==> src/rtl/pipe_rr_arbiter.sv <==
// -----------------------------------------------------------------------------
// pipe_rr_arbiter
//   Round-robin arbiter that shares one stallable pipeline input among NUM_REQ
//   requesters. It merges req_valid/req_data into pipe_validin/pipe_datain and
//   uses pipe_allowin as backpressure. While the pipeline stalls, the grant is
//   locked, so the data being offered cannot change underneath the stall.
//
//   The data path is combinational, so there is 0-cycle latency from a request
//   to the pipe_* outputs. Only the arbitration state is registered.
//
// Configuration macro:
//   ARB_XFER_CNT_EN  when defined, adds the xfer_cnt port. It is a saturating
//                    count of accepted transfers.
//
// Ports:
//   clk           in   rising-edge clock
//   rst_n         in   asynchronous active-low reset
//   req_valid     in   [NUM_REQ]         per-requester valid
//   req_data      in   [NUM_REQ*DATA_W]  requester i payload at [i*DATA_W +: DATA_W]
//   req_allow     out  [NUM_REQ]         one-hot: requester payload accepted this cycle
//   pipe_allowin  in   pipeline stage 1 can accept this cycle
//   pipe_validin  out  valid offered to the pipeline
//   pipe_datain   out  [DATA_W]          payload offered to the pipeline (0 when idle)
//   grant_id      out  [clog2(NUM_REQ)]  index offered (0 when pipe_validin=0)
//   xfer_cnt      out  [CNT_W]           accepted transfers (ARB_XFER_CNT_EN only)
// -----------------------------------------------------------------------------
module pipe_rr_arbiter #(
    parameter int NUM_REQ = 4,
    parameter int DATA_W  = 32,
    parameter int CNT_W   = 16
) (
    input  logic                         clk,
    input  logic                         rst_n,
    input  logic [NUM_REQ-1:0]           req_valid,
    input  logic [NUM_REQ*DATA_W-1:0]    req_data,
    output logic [NUM_REQ-1:0]           req_allow,
    input  logic                         pipe_allowin,
    output logic                         pipe_validin,
    output logic [DATA_W-1:0]            pipe_datain,
    output logic [$clog2(NUM_REQ)-1:0]   grant_id
`ifdef ARB_XFER_CNT_EN
    ,
    output logic [CNT_W-1:0]             xfer_cnt
`endif
);

    localparam int ID_W = $clog2(NUM_REQ);

    typedef enum logic [0:0] {
        ARB  = 1'b0,
        LOCK = 1'b1
    } state_t;

    state_t            state_r, state_nxt_s;
    logic [ID_W-1:0]   ptr_r, ptr_nxt_s;
    logic [ID_W-1:0]   lock_id_r, lock_nxt_s;
    logic [ID_W-1:0]   arb_win_s;
    logic [ID_W-1:0]   winner_s;
    logic              valid_s;
    logic              xfer_s;

    // (base + off) mod NUM_REQ without a divider; off is never above NUM_REQ-1.
    function automatic logic [ID_W-1:0] wrap_add(input logic [ID_W-1:0] base, input int off);
        int sum;
        sum = int'(base) + off;
        return (sum >= NUM_REQ) ? ID_W'(sum - NUM_REQ) : ID_W'(sum);
    endfunction

    // Rotating priority search. The loop scans from the farthest offset down
    // to offset 0, so the requester closest to ptr (inclusive) wins.
    always_comb begin
        arb_win_s = '0;
        for (int k = NUM_REQ - 1; k >= 0; k--) begin
            if (req_valid[wrap_add(ptr_r, k)]) begin
                arb_win_s = wrap_add(ptr_r, k);
            end else begin
                arb_win_s = arb_win_s;
            end
        end
    end

    // Winner selection, transfer detection and next-state logic.
    always_comb begin
        state_nxt_s = state_r;
        ptr_nxt_s   = ptr_r;
        lock_nxt_s  = lock_id_r;
        winner_s    = arb_win_s;
        valid_s     = 1'b0;
        case (state_r)
            ARB: begin
                winner_s = arb_win_s;
                valid_s  = |req_valid;
            end
            LOCK: begin
                // A locked grant ignores everyone else until it transfers.
                winner_s = lock_id_r;
                valid_s  = req_valid[lock_id_r];
            end
            default: begin
                winner_s = arb_win_s;
                valid_s  = 1'b0;
            end
        endcase

        xfer_s = valid_s & pipe_allowin;

        if (xfer_s) begin
            ptr_nxt_s   = wrap_add(winner_s, 1);
            state_nxt_s = ARB;
        end else if ((state_r == ARB) && valid_s) begin
            // Stalled offer: freeze it so the payload stays stable.
            state_nxt_s = LOCK;
            lock_nxt_s  = winner_s;
        end else if ((state_r == LOCK) && !valid_s) begin
            // Requester withdrew while locked. Re-arbitrate from the unchanged ptr.
            state_nxt_s = ARB;
        end else begin
            state_nxt_s = state_r;
        end
    end

    // Pipeline-facing outputs. These are forced idle while reset is asserted.
    always_comb begin
        pipe_validin = rst_n & valid_s;
        if (pipe_validin) begin
            pipe_datain = req_data[winner_s*DATA_W +: DATA_W];
            grant_id    = winner_s;
        end else begin
            pipe_datain = '0;
            grant_id    = '0;
        end
        if (rst_n && xfer_s) begin
            req_allow = {{(NUM_REQ-1){1'b0}}, 1'b1} << winner_s;
        end else begin
            req_allow = '0;
        end
    end

    // Arbitration state registers.
    always_ff @(posedge clk or negedge rst_n) begin
        if (!rst_n) begin
            state_r   <= ARB;
            ptr_r     <= '0;
            lock_id_r <= '0;
        end else begin
            state_r   <= state_nxt_s;
            ptr_r     <= ptr_nxt_s;
            lock_id_r <= lock_nxt_s;
        end
    end

`ifdef ARB_XFER_CNT_EN
    // Saturating transfer counter. It sticks at all-ones.
    always_ff @(posedge clk or negedge rst_n) begin
        if (!rst_n) begin
            xfer_cnt <= '0;
        end else if (xfer_s && (xfer_cnt != {CNT_W{1'b1}})) begin
            xfer_cnt <= xfer_cnt + {{(CNT_W-1){1'b0}}, 1'b1};
        end else begin
            xfer_cnt <= xfer_cnt;
        end
    end
`endif

endmodule

==> config.mk <==
export PLATFORM = sky130hd
export DESIGN_NAME = pipe_rr_arbiter
export DESIGN_NICKNAME = d
export VERILOG_FILES = /design/src/rtl/pipe_rr_arbiter.sv
export SDC_FILE = /design/constraint.sdc
export NUM_CORES = 1
export LEC_CHECK = 0
export BUFFER_PORTS_ARGS = -buffer_cell sky130_fd_sc_hd__buf_4
export CORE_AREA = 2 2 67 69
export CTS_CLUSTER_DIAMETER = 150
export DETAILED_ROUTE_END_ITERATION = 10
export DIE_AREA = 0 0 69 71
export MAX_ROUTING_LAYER = met4
export PLACE_DENSITY = 0.85
export SLEW_MARGIN = 10
export SYNTH_ARGS = -nofsm -noshare
export SYNTH_HDL_FRONTEND = slang
export SYNTH_SLANG_ARGS = --single-unit
export TNS_END_PERCENT = 5
==> constraint.sdc <==
create_clock -name clk -period 6.3 [get_ports clk]
set_clock_uncertainty 0.15 [all_clocks]
set_input_delay 1.26 -clock clk [delete_from_list [all_inputs] [get_ports clk]]
set_output_delay 1.26 -clock clk [all_outputs]
set_load 0.01 [all_outputs]
# ---- Word level (Yosys, flattened, before mapping)
# Index checks and enable logic that the tools add are counted.
# W data, S select, Z words.
dict set report word_totals {
  ff_bits 5
  out_inout_bits 39
  wordCells 62
}
dict set report op_classes {
  add_sub_neg 9
  n_lt_le_gt_ge 10
  shifts 2
  muxes 27
  bitwise 4
  n_reduce_logical 7
}
# op n
set ops {}
lappend ops {{$shiftx A128 B8 Y32} 1}
lappend ops {{$mux W32} 1}
lappend ops {{$mux W2} 10}
lappend ops {{$lt A2 B3 Y1 const B} 5}
lappend ops {{$ge A3 B3 Y1 const B} 4}
lappend ops {{$bmux W1 S2} 5}
lappend ops {{$sub A2 B1 Y2 const B} 5}
lappend ops {{$mux W1} 8}
lappend ops {{$add A2 B1 Y3 const B} 2}
lappend ops {{$add A2 B2 Y3 const B} 2}
lappend ops {{$mux W4} 1}
lappend ops {{$pmux W2 S2} 1}
lappend ops {{$reduce_or A4 Y1} 1}
lappend ops {{$shl A1 B2 Y4 const A} 1}
lappend ops {{$ge A2 B3 Y1 const B} 1}
lappend ops {{$logic_and A1 B1 Y1} 3}
lappend ops {{$reduce_bool A3 Y1} 1}
lappend ops {{$and A1 B1 Y1} 2}
lappend ops {{$not A1 Y1} 2}
lappend ops {{$pmux W1 S2} 1}
lappend ops {{$reduce_and A2 Y1} 1}
lappend ops {{$logic_not A1 Y1} 1}

# ---- Depth between registers and ports, before layout
dict set report logic_depth {
  word_depth 13
  depth_mapped 9
}

# ---- Least setup slack after synthesis
# No wires, ideal clock.
dict set report synth_path {
  kind {in2out}
  start {input port req_valid[3]}
  end {output port pipe_datain[22]}
  t_arrival_ps 2683
  setup_slack_ps 2207
  cell_stages 7
  path_cell_list {or4_1 -> mux2_2 -> and2_4 -> buf_6 -> nand2_8 -> buf_6 -> o22ai_1}
}
# item line
set synth_lines {}
lappend synth_lines {{start, declared} 34} ;# input logic [NUM_REQ-1:0] req_valid,
lappend synth_lines {{$bmux W1 S2} 97} ;# valid_s = req_valid[lock_id_r];
lappend synth_lines {{$mux W1 (not written as such)} 97}
lappend synth_lines {{$pmux W1 S2 *} 89} ;# case (state_r)
lappend synth_lines {{$and A1 B1 Y1 *} 124} ;# pipe_validin = rst_n & valid_s;
lappend synth_lines {{named net pipe_validin} 38} ;# output logic pipe_validin,
lappend synth_lines {{$mux W32 *} 125} ;# if (pipe_validin) begin
lappend synth_lines {{end, declared} 39} ;# output logic [DATA_W-1:0] pipe_datain,
# The timed path passes the listed nets; every way through them passes the cells marked *. The select of a mux whose other input is x is not followed.

# ---- Worst setup path in the final report
dict set report layout_path {
  start {input port req_valid[0]}
  end {output port pipe_datain[2]}
}
dict set report layout_between {
  elab_chain_cells 9
}
# item line
set layout_rtl {}
lappend layout_rtl {{$bmux W1 S2} 74} ;# if (req_valid[wrap_add(ptr_r, k)]) begin
lappend layout_rtl {{$mux W1 (not written as such)} 74}
lappend layout_rtl {{$mux W2 (3 in a row)} 74}
lappend layout_rtl {{$mux W2 *} 74}
lappend layout_rtl {{$pmux W2 S2 *} 89}
lappend layout_rtl {{named net winner_s[0]} 58} ;# logic [ID_W-1:0] winner_s;
lappend layout_rtl {{$shiftx A128 B8 Y32 *} 126} ;# pipe_datain = req_data[winner_s*DATA_W +: DATA_W];
lappend layout_rtl {{$mux W32 *} 125}
# Marks and branches as above.

==> metrics.txt <==
initial drt markers=just over 100; Synth Area per Inst=just under 9 um^2; Leak=1.55 nW; setup TNS=0 ps; initial antenna violation count=0; cells along the critical path=buf_4 > nand2b_1 > nand3b_1 > a21oi_1 > o21a_1 > clkinv_2 > buf_12 > mux2i_1 > o22ai_1 > buf_4; Layout Nets=~470; crit-path max cell delay=just over 700 ps; count leader, synth=mux2i_1; clock-pin slew on the worst setup and hold paths=roughly 40 ps; kind of capture point of the worst setup path=primary output; Ports=174; CTS resizes=0; Tot Pwr=~820 uW; upper clock frequency limit=slightly below 200 MHz; endpoints failing setup=0; proportion of layout cells with a drive suffix above 1=56.4%; largest family of logic cells by synthesized area=multiplexers; # diodes=0; Yosys warnings=0; Max Slew Vio Count=0; largest cells by area after synthesis=mux2i_1 44%, o22ai_1 14%, dfrtp_1 8.7%, buf_6 5.4%, ha_1 3.5%; num rows=24; Final HPWL DP=5110 um; WL final=6140 um; adder-cell share of the synthesized area=3.46%; Slew Limit Headroom=41.6%; Initial Util=between 30% and 40%; hold depth=2; leading cell types by count after synthesis=64 x mux2i_1, 32 x o22ai_1, 8 x nand2_1; clock sink total=5; sequential area share after synthesis=just under 9%; dominant cell type by area after synthesis=mux2i_1; Area growth, synth to finish=90.1%; Mapped Area=around 1400 um^2; PwrDens=roughly 300 nW/um^2; Max Cap Viol=0; flops & latches, synth=5; DR vias=slightly below 2000; clock root buffer=clkbuf_8; Global Route Usage Sum=23.3%; mux share of post-synthesis cell area=a little under half; worst vdd rail ir drop=~150 uV; Post-synth EDFFs=0; GPL Wtd Cong=about 0.9; synth unique cells=28; worst path buffer plus inverter count=4; Core ar.=4200 um^2; internal power=453 uW; kind of critical path=in2out; # fillers=between 300 and 400; period utilisation layout=around 80%; worst skew pair latency=220 ps; Final Cell Area=about 2800 um^2; Syn Nets=303; Die H=71 um; status=finished, final reports clean; Residual DRC=0; first-pass GRT wire length=between 9000 and 10000 um; Max clock buf depth=2; most frequent CP cell=buf_4; slowest cell on the critical path=clkinv_2; Clk pwr share=7.1%; sequential share of power=between 7 and 8%; compound-gate portion of the synthesized area=19.5%; Final min period=around 5000 ps; xor/xnor share of the synthesized area=0%; net switching fraction of the power=between 40% and 50%; H-tree levels=1; Switching Power=366 uW; Primary FF master, synth=dfrtp_1; WL/cell=16.2 um; Hold WC Path Type=reg2reg; die area=4900 um^2; dpl cell area=around 2700 um^2; post-synthesis async set-or-reset flop share=100%; power share of the combinational group=between 80% and 90%; Die W=69 um; hold_buf cts=0; Final Hold Fails=0; largest net degree at the start of global routing=43; DRT Pass-1 Iters=4; Req. time, crit path=4890 ps; crit path DAT=approximately 3600 ps; Port Buffer Count=173; Worst Tran Pin Value=874 ps; post-synth top area share=between 40 and 50%; number of global-route vias before repair=1972; Crit Path Max Fanout=42; hold slack final=392 ps; pre-CTS setup slack=1280 ps; crit path launch type=input pin; Vias per Instance=5.16; CP top delay family=buffers and inverters; RSZ-0062 raised after global routing=false; worst setup margin=1260 ps; CTS tree=built; grt ovf=0; Mapped Cells=164; Post-CTS Setup Repair Bufs=0; simple-gate portion of the synthesized area=11.2%; Num CTS Buffers=3; Levels on crit path=10; Antenna Nets Post-Route=0; reg2reg path depth=6
[sequential cells by signal, indices dropped and copies added, names as in the netlist]
register	flops
lock_id_r	2
ptr_r	2
state_r	1
[cell usage in the layout (no fill, tap or decap), drive strengths merged, types with 3 or more instances in the layout]
| cell type | instances |
|---|---|
| buf | 174 |
| ha | 4 |
| inv | 3 |
| dfrtp | 5 |
| o22ai | 32 |
| clkbuf | 4 |
| nand2 | 10 |
| nand2b | 3 |
| mux2i | 64 |
| a21oi | 4 |
| o21ai | 5 |
| and3 | 4 |
[power groups by stage]
stage / Clock (mW) / Combinational [mW] / Sequential [mW]
after floorplan: 0 / 0.477 / 0.0593
after global placement: 0 / 0.685 / 0.0636
after detailed placement: 0 / 0.697 / 0.0644
after CTS: 0.0599 / 0.699 / 0.0639
after global routing: 0.0604 / 0.746 / 0.0659
final: 0.0585 / 0.695 / 0.0648
[metal layers]
metal	track usage, %	share of wire (%)	vias to the layer above
li1	-	-	963
met1	26.4	38	887
met2	43.5	54	102
met3	2.56	6.2	8
met4	6.32	1.7	0
met5	-	0	-
[cells by family after synthesis]
| family | count (synthesis) |
|---|---|
| adders and majority gates | 4 |
| buffers and inverters | 18 |
| DFF | 5 |
| AOI/OAI and AO/OA | 44 |
| muxes | 67 |
| and+or+nand+nor | 26 |
[final cells by class]
| type | instances | area, um^2 | area share (%) |
|---|---|---|---|
| repair buffers | 174 | 1320 | 48.0 |
| multi-input cells | 141 | 1180 | 42.9 |
| flip-flops and latches | 5 | 125 | 4.55 |
| well taps | 52 | 65.1 | 2.37 |
| clock buffers | 4 | 45.0 | 1.64 |
| inverters | 4 | 16.3 | 0.591 |
[final timing paths]
check	to	start	slack (ps)
setup / recovery	pipe_datain[2]	req_valid[0]	1260
hold / removal	lock_id_r[0]$_DFFE_PN0P_	lock_id_r[0]$_DFFE_PN0P_	390
setup reg to reg	lock_id_r[0]$_DFFE_PN0P_	ptr_r[1]$_DFFE_PN0N_	3890
hold reg to reg	lock_id_r[0]$_DFFE_PN0P_	lock_id_r[0]$_DFFE_PN0P_	390
max in group asynchronous	ptr_r[1]$_DFFE_PN0N_	rst_n	5200
min in group asynchronous	lock_id_r[0]$_DFFE_PN0P_	rst_n	690
[tightest hold or removal path, cell delays in order (launching register included)]
cell     delay, ps
dfrtp_1        370
nand2_1         70
o21ai_0         60
[stage by stage]
stage | std cells | utilization [%]
after global routing | 380 | 65.4
after detailed placement | 376 | 64.3
after floorplan | 164 | -
final | 380 | 65.4
after global placement | 376 | 64.3
after CTS | 380 | 65.4
No activity file was read; power rests on OpenSTA's default activity.
